`config.mk`:
```
export PLATFORM = sky130hd
export DESIGN_NAME = conv_window_gen
export DESIGN_NICKNAME = d
export VERILOG_FILES = /design/src/rtl/conv_window_gen.sv
export SDC_FILE = /design/constraint.sdc
export NUM_CORES = 1
export LEC_CHECK = 0
export CORE_ASPECT_RATIO = 1.75
export CORE_UTILIZATION = 40
export DETAILED_ROUTE_END_ITERATION = 16
export GPL_TIMING_DRIVEN = 0
export PLACE_DENSITY = 0.61
export SLEW_MARGIN = 20
export SYNTH_ARGS = -nofsm -noshare
export SYNTH_HDL_FRONTEND = slang
export SYNTH_SLANG_ARGS = --single-unit
```
`constraint.sdc`:
```
create_clock -name clk -period 2.5 [get_ports clk]
set_clock_uncertainty 0.1 [all_clocks]
set_input_delay 0.375 -clock clk [delete_from_list [all_inputs] [get_ports clk]]
set_output_delay 0.375 -clock clk [all_outputs]
set_load 0.01 [all_outputs]
```
`src/rtl/conv_window_gen.sv`:
```
// Sliding-window generator: raster pixel stream in, flattened WIN_SIZE x WIN_SIZE windows out.
// Line buffers feed the window's right-hand column; windows touching a line or frame edge are suppressed.

module conv_line_buf #(
    parameter int DIN_WIDTH = 8,
    parameter int DEPTH     = 32
) (
    input  logic                 clk,
    input  logic                 en,
    input  logic [DIN_WIDTH-1:0] din,
    output logic [DIN_WIDTH-1:0] dout
);
    logic [DEPTH-1:0][DIN_WIDTH-1:0] mem;

    // Contents are never observed before being overwritten, so no reset.
    always_ff @(posedge clk) begin
        if (en) mem <= {mem[DEPTH-2:0], din};
    end

    assign dout = mem[DEPTH-1];
endmodule

module conv_window_gen #(
    parameter int DIN_WIDTH  = 8,
    parameter int WIN_SIZE   = 3,
    parameter int IMG_WIDTH  = 32,
    parameter int IMG_HEIGHT = 32
) (
    input  logic                                         clk,
    input  logic                                         reset_n,
    input  logic                                         pix_vld,
    input  logic                                         pix_sof,
    input  logic [DIN_WIDTH-1:0]                         pix,
    output logic                                         win_vld,
    output logic [WIN_SIZE*WIN_SIZE-1:0][DIN_WIDTH-1:0]  win,
    output logic                                         win_last
);
    localparam int WIN_SQR = WIN_SIZE * WIN_SIZE;
    localparam int CW      = (IMG_WIDTH  > 1) ? $clog2(IMG_WIDTH)  : 1;
    localparam int RW      = (IMG_HEIGHT > 1) ? $clog2(IMG_HEIGHT) : 1;
    localparam logic [CW-1:0] COL_MAX = CW'(IMG_WIDTH - 1);
    localparam logic [RW-1:0] ROW_MAX = RW'(IMG_HEIGHT - 1);
    localparam logic [CW-1:0] COL_MIN = CW'(WIN_SIZE - 1);
    localparam logic [RW-1:0] ROW_MIN = RW'(WIN_SIZE - 1);

    logic [CW-1:0] col, cur_col;
    logic [RW-1:0] row, cur_row;
    logic          hit, is_end;

    logic [WIN_SIZE-2:0][DIN_WIDTH-1:0] tap;
    logic [WIN_SIZE-1:0][DIN_WIDTH-1:0] col_in;
    logic [WIN_SQR-1:0][DIN_WIDTH-1:0]  win_q, win_nxt;
    logic                               vld_q, last_q;

    // A start-of-frame pixel is (0,0) no matter where the counters were.
    assign cur_col = pix_sof ? '0 : col;
    assign cur_row = pix_sof ? '0 : row;
    assign hit     = (cur_row >= ROW_MIN) && (cur_col >= COL_MIN);
    assign is_end  = (cur_row == ROW_MAX) && (cur_col == COL_MAX);

    genvar g;
    generate
        for (g = 0; g < WIN_SIZE - 1; g++) begin : g_lb
            logic [DIN_WIDTH-1:0] lb_in;
            if (g == 0) begin : g_head
                assign lb_in = pix;
            end else begin : g_chain
                assign lb_in = tap[g-1];
            end
            conv_line_buf #(.DIN_WIDTH(DIN_WIDTH), .DEPTH(IMG_WIDTH)) u_lb (
                .clk  (clk),
                .en   (pix_vld),
                .din  (lb_in),
                .dout (tap[g])
            );
        end

        // Bottom window row takes the live pixel; higher rows take deeper taps.
        for (g = 0; g < WIN_SIZE; g++) begin : g_col
            if (g == WIN_SIZE - 1) begin : g_live
                assign col_in[g] = pix;
            end else begin : g_tap
                assign col_in[g] = tap[WIN_SIZE-2-g];
            end
        end
    endgenerate

    always_comb begin
        win_nxt = win_q;
        for (int r = 0; r < WIN_SIZE; r++) begin
            for (int c = 0; c < WIN_SIZE; c++) begin
                if (c == WIN_SIZE - 1) win_nxt[r*WIN_SIZE+c] = col_in[r];
                else                   win_nxt[r*WIN_SIZE+c] = win_q[r*WIN_SIZE+c+1];
            end
        end
    end

    always_ff @(posedge clk or negedge reset_n) begin
        if (!reset_n) begin
            col    <= '0;
            row    <= '0;
            win_q  <= '0;
            vld_q  <= 1'b0;
            last_q <= 1'b0;
        end else begin
            vld_q  <= pix_vld && hit;
            last_q <= pix_vld && hit && is_end;
            if (pix_vld) begin
                win_q <= win_nxt;
                if (cur_col == COL_MAX) begin
                    col <= '0;
                    row <= (cur_row == ROW_MAX) ? '0 : cur_row + RW'(1);
                end else begin
                    col <= cur_col + CW'(1);
                    row <= cur_row;
                end
            end
        end
    end

    assign win_vld  = vld_q;
    assign win_last = last_q;
    assign win      = win_q;
endmodule

```
==> results.py, run 1 <==
metrics = {
    "layout": {
        "fin_cells": 1514,
        "syn_to_final_growth_pct": 18.8,
        "drive_above_1_share_pct": 18.3,
        "multi_input_area_um2": 1190,
        "finalInstanceArea_um2": 22300,
        "ff_latch_area_um2": 17500,
        "nets": 903,
        "nFillCells": 3685,
        "diodes": 0,
    },
    "clock_network": {
        "cts_buffers": 53,
        "clkLatencyLatePin_ps": 570,
        "clk_root_buffer_cell": "clkbuf_16",
        "clockBufferDepth": 3,
        "cts.sinks": 596,
        "cts_tree": "built",
        "cts.reportedPaths.clkPinSlew_ps": 60,
        "h-tree-depth": 2,
    },
    "grt": {
        "overflow": 0,
        "grt_pass1_wl_um": 40000,
        "grt_start_max_net_pins": 111,
        "track_usage_pct": 10.6,
        "grt_pass1_vias": 7150,
        "antenna_found_initial": 0,
    },
    "detailed_routing": {
        "drt_wl_total_um": 24700,
        "drc": 11,
        "antenna_left": 0,
        "wl_per_cell_um": 16.3,
        "viasPerCell": 4.69,
        "vias": 7102,
        "first_iter_violations": 637,
        "dr.pass1.iters": 10,
    },
    "floorplan": {
        "die_h_um": 289,
        "initial_core_util_pct": 40.6,
        "die_area_um2": 47800,
        "boundaryPins": 86,
        "rows": 104,
        "coreArea_um2": 46200,
        "die_w_um": 166,
    },
    "power_and_ir_drop": {
        "total_power_mw": 20.8,
        "leakagePower_nw": 7.81,
        "peakVddDrop_mv": 0.697,
        "power-per-cell-area_nw_per_um2": 933,
    },
    "sta": {
        "worst_slack_ps": 163,
        "finalCritPeriodShare_pct": 93.5,
        "hold_slack_ps": 108,
        "slew_violations": 0,
        "fin_crit_ps": 2340,
        "slew_headroom_pct": 65.1,
        "fmax_mhz": 428,
        "setup_violations": 0,
        "worstMarginPinSlew_ps": 524,
        "hold_violations": 0,
        "rsz0062_at_grt": "no",
    },
    "logic_synthesis": {
        "synth_common_cells": "edfxtp_1, dfrtp_1, mux2_2",
        "synth.area.top_cells": "edfxtp_1, dfrtp_1, mux2_2",
        "ys_seq_area_share_pct": 93.1,
        "yosysMostFrequentCell": "edfxtp_1",
        "synth_edf_count": 512,
        "syn_nets": 755,
        "synth_flop_cell": "edfxtp_1",
        "syn_inst": 739,
        "syn_area_um2": 18800,
        "synthArstFlopShare_pct": 14.1,
        "avgSynthCellArea_um2": 25.4,
        "yosys_warnings": 0,
        "synth_top_area_share_pct": 81.9,
        "yosysUniqueCellTypes": 34,
        "yosysTopAreaCell": "edfxtp_1",
        "synth-seq-cells": 596,
    },
    "critical_path": {
        "path_cells": "clkdlybuf4s50_1, clkbuf_1, nor2b_1, ha_1, and3_1, ha_1, buf_2, nand4b_1, nor3_1, a211o_1",
        "ff2ff_path_depth": 8,
        "crit_type": "input pin to flip-flop",
        "crit_path_max_fanout": 10,
        "crit_path_top_delay_cell": "clkdlybuf4s50_1",
        "slowest_delay_ps": 540,
        "critPathArrivalTime_ps": 2690,
        "worstSetupEndpointType": "flip-flop",
        "worstReg2RegEnd": "row[2]",
        "cp-start-kind": "input pin",
        "reg2reg_slack_ps": 490,
        "cpMostUsedCell": "ha_1",
        "required_ps": 2860,
        "r2r_start": "col[0]",
    },
    "placement": {
        "dpl.cell_count": 1412,
        "dp_slack_ps": -924,
        "placed_area_um2": 20500,
        "port_buffers": 85,
        "dp_hpwl_um": 12600,
        "place_congestion": 0.687,
    },
    "outcome": {
        "outcome": "finished, violations left",
        "violations": "design-rule violations",
    },
    "hold_path": {
        "worst_hold_path_type": "input pin to asynchronous set/reset pin",
    },
    "run": {
        "cap_violations": 0,
    },
}
==> kinds of logic (layout without fill, tap and decap cells) <==
| logic type | Yosys count | after routing | synth area share [%] |
|---|---|---|---|
| adders and majority gates | 4 | 4 | 0.267 |
| DFF | 596 | 596 | 93.1 |
| muxes | 75 | 75 | 4.49 |
| buffers and inverters | 17 | 209 | 0.513 |
| AOI/OAI and AO/OA | 14 | 14 | 0.600 |
| and+or+nand+nor | 33 | 33 | 0.980 |
==> sequential cells by signal, summed over array words and instances, names as in the netlist <==
register / count
win_vld: 1
g_lb.u_lb.mem: 496
row: 5
g_lb.u_lb.dout: 16
col: 5
win_last: 1
win: 72
==> where the power goes <==
group | internal [mW] | switching, mW | leakage [nW] | total, mW
logic | 0.533 | 0.479 | 0.952 | 1.01
clock network | 4.63 | 3.33 | 0.845 | 7.96
registers | 11.6 | 0.272 | 6.02 | 11.8
==> timing repair <==
action                     4_1_cts  5_1_grt
setup buffers                    0        0
setup endpoints to repair      104      104
resized for setup                1        0
hold endpoints to repair        84        0
hold buffers                     1        0
gates cloned                     1        1
==> routing by layer <==
metal | track usage (%) | up-vias | part of all wire (%)
li1 | - | 3214 | -
met1 | 15.2 | 3670 | 47
met2 | 15.8 | 171 | 45
met3 | 2.59 | 47 | 5.5
met4 | 4.14 | 0 | 2.6
met5 | 0 | - | 0
==> area by class of cell <==
type	instances	area share, %
clock buffers	74	6.63
inverters	4	0.0674
flip-flops and latches	596	78.4
plain buffers	13	0.365
well taps	583	3.27
clock inverters	25	1.11
multi-input cells	126	5.34
repair buffers	93	4.79
==> stage by stage <==
| step | utilization, % | TNS, ps |
|---|---|---|
| after global placement | 44.0 | -8935470 |
| final | 48.2 | 0 |
| after CTS | 48.2 | 0 |
| after detailed placement | 44.3 | -151750 |
| after floorplan | - | 0 |
| after global routing | 48.2 | 0 |
==> critical path, delay by kind of cell <==
kind            cells  cell delay [ps]
buf+inv             3             1120
simple gates        4              460
fa+ha+maj           2              460
compound gates      1              270
==> cells in the final DEF, fill, tap and decap left out, types with 3 or more instances in the layout <==
cell,count
edfxtp_1,512
clkbuf_16,55
nor2_1,4
nand3_1,3
clkdlybuf4s50_1,83
clkinv_2,8
clkbuf_1,16
inv_1,4
nor2b_1,6
bufinv_16,5
ha_1,4
dfrtp_1,84
clkbuf_8,5
a21oi_1,3
clkinv_1,11
buf_2,4
nand2_1,7
buf_4,7
mux2_2,74
buf_16,5
==> worst max path at each step <==
stage | slack [ps] | endpoint | cells after the start | startpoint
after CTS | 60 | g_lb[1].u_lb.dout[4] | 5 | pix_vld
after global placement | -16520 | win_last | 4 | pix_vld
final | 160 | row[2] | 10 | pix_sof
after detailed placement | -920 | g_lb[1].u_lb.mem[228] | 5 | pix_vld
after floorplan | 440 | row[2] | 9 | pix_sof
after global routing | 60 | row[2] | 10 | pix_sof
(Power assumes the default switching activity.)
==> inputs of run 2 (changes only) <==
Settings changed: ABC_CLOCK_PERIOD_IN_PS set to 2500, DONT_BUFFER_PORTS set to 1, PLACE_DENSITY 0.61 to 0.58.
==> results.py, run 2 (synthesis gave the netlist of run 1 again) <==
metrics = {
    "power_and_ir_drop": {
        "leakagePower_nw": 7.35,
        "power-per-cell-area_nw_per_um2": 932,
        "total_power_mw": 19.8,
        "peakVddDrop_mv": 0.621,
    },
    "grt": {
        "track_usage_pct": 10.1,
        "antenna_found_initial": 0,
        "overflow": 0,
        "grt_pass1_wl_um": 38300,
        "grt_pass1_vias": 6975,
        "grt_start_max_net_pins": 517,
    },
    "floorplan": {
        "coreArea_um2": 46200,
        "rows": 104,
        "die_area_um2": 47800,
        "initial_core_util_pct": 40.6,
        "boundaryPins": 86,
        "die_w_um": 166,
        "die_h_um": 289,
    },
    "clock_network": {
        "clockBufferDepth": 3,
        "cts.sinks": 596,
        "cts_buffers": 53,
        "cts_tree": "built",
        "h-tree-depth": 2,
        "clkLatencyLatePin_ps": 580,
        "clk_root_buffer_cell": "clkbuf_16",
        "cts_setup_buffers": 0,
        "cts.reportedPaths.clkPinSlew_ps": 60,
    },
    "hold_path": {
        "worst_hold_path_type": "input pin to flip-flop",
        "min_path_cells": 0,
        "hp-start": "pix_vld",
    },
    "sta": {
        "rsz0062_at_grt": "no",
        "worstMarginPinSlew_ps": 1460,
        "finalCritPeriodShare_pct": 85.1,
        "setup_violations": 0,
        "slew_headroom_pct": 2.99,
        "fin_crit_ps": 2130,
        "hold_slack_ps": -175,
        "fmax_mhz": 470,
        "slew_violations": 0,
        "hold_violations": 13,
        "fin_setup_tns_ps": 0,
    },
    "layout": {
        "nFillCells": 3742,
        "final_cell_mix": "edfxtp_1, dfrtp_1, mux2_2",
        "nets": 822,
        "largest_register_ffs": 496,
        "largest-register": "g_lb.u_lb.mem",
        "layout_commonest_cell": "edfxtp_1",
        "syn_to_final_growth_pct": 13.1,
        "drive_above_1_share_pct": 17.8,
    },
    "detailed_routing": {
        "wl_per_cell_um": 16.5,
        "viasPerCell": 4.70,
        "dr.pass1.iters": 10,
        "antenna_left": 0,
        "vias": 6731,
        "drc": 22,
        "drt_wl_total_um": 23700,
        "first_iter_violations": 614,
    },
    "critical_path": {
        "critPathArrivalTime_ps": 2520,
        "crit_type": "flip-flop to flip-flop",
        "critPathLaunch": "col[1]",
        "cp-start-kind": "flip-flop",
        "worstSetupEndpointType": "flip-flop",
        "ff2ff_path_depth": 7,
        "required_ps": 2890,
        "r2r_start": "col[1]",
        "crit_path_max_fanout": 4,
    },
    "outcome": {
        "violations": "design-rule violations, negative hold slack",
        "outcome": "finished, violations left",
    },
    "placement": {
        "dp_hpwl_um": 11100,
        "port_buffers": 0,
        "place_congestion": 0.674,
    },
    "run": {
        "cap_violations": 0,
    },
}
-- run 2: cell type report --
| class | count | area, um^2 | share of cell area (%) |
|---|---|---|---|
| repair buffers | 12 | 138 | 0.649 |
| plain buffers | 13 | 81.3 | 0.383 |
| clock buffers | 82 | 1460 | 6.86 |
| multi-input cells | 126 | 1190 | 5.61 |
| inverters | 4 | 15.0 | 0.0708 |
| diodes | 1 | 2.50 | 0.0118 |
| clock inverters | 16 | 124 | 0.584 |
| well taps | 583 | 729 | 3.44 |
| flip-flops and latches | 596 | 17500 | 82.4 |
-- run 2: power by group --
| group | internal [mW] | leakage (nW) | switching, mW |
|---|---|---|---|
| registers | 11.6 | 6.02 | 0.382 |
| clock network | 4.12 | 0.763 | 3.33 |
| logic | 0.210 | 0.571 | 0.153 |
| total | 15.9 | 7.35 | 3.87 |
-- run 2: per-layer routing --
metal | wire length [um] | up-vias | track usage, % | part of all wire [%]
met3 | 1380 | 53 | 2.59 | 5.8
met5 | 0 | - | 0 | 0
li1 | - | 3043 | - | -
met4 | 693 | 0 | 4.35 | 2.9
met1 | 11000 | 3463 | 14.4 | 47
met2 | 10500 | 172 | 14.9 | 45
-- run 2: what timing repair did --
item                                   4_1_cts  5_1_grt
hold buffers                                11        1
resized for setup                            0        0
endpoints found under the hold margin      614      118
-- run 2: worst max-delay path, stage by stage, from the launching register on --
cell and delay [ps]:
dfrtp_1 380, nor2b_1 190, ha_1 210, and3_1 160, ha_1 200, nand2_1 80, dlygate4sd3_1 600, a21oi_1 130
-- run 2: final timing paths --
check | slack [ps] | endpoint
max | 370 | row[0]
min reg2reg | 310 | g_lb[0].u_lb.mem[82]
max reg2reg | 370 | row[0]
min in group asynchronous | 240 | win[44]
min | -170 | g_lb[0].u_lb.mem[49]
max in group asynchronous | 1640 | win[42]
-- run 2: per-stage QoR --
| stage | util, % | setup slack (ps) | cell area (um^2) | instances |
|---|---|---|---|---|
| 2_1_floorplan | - | 441 | 18800 | 739 |
| 3_3_place_gp | 42.2 | 206 | 19500 | 1322 |
| 3_5_place_dp | 42.2 | 124 | 19500 | 1322 |
| 4_1_cts | 45.9 | 432 | 21200 | 1431 |
| 5_1_grt | 45.9 | 257 | 21200 | 1432 |
| 6_report | 45.9 | 373 | 21200 | 1433 |
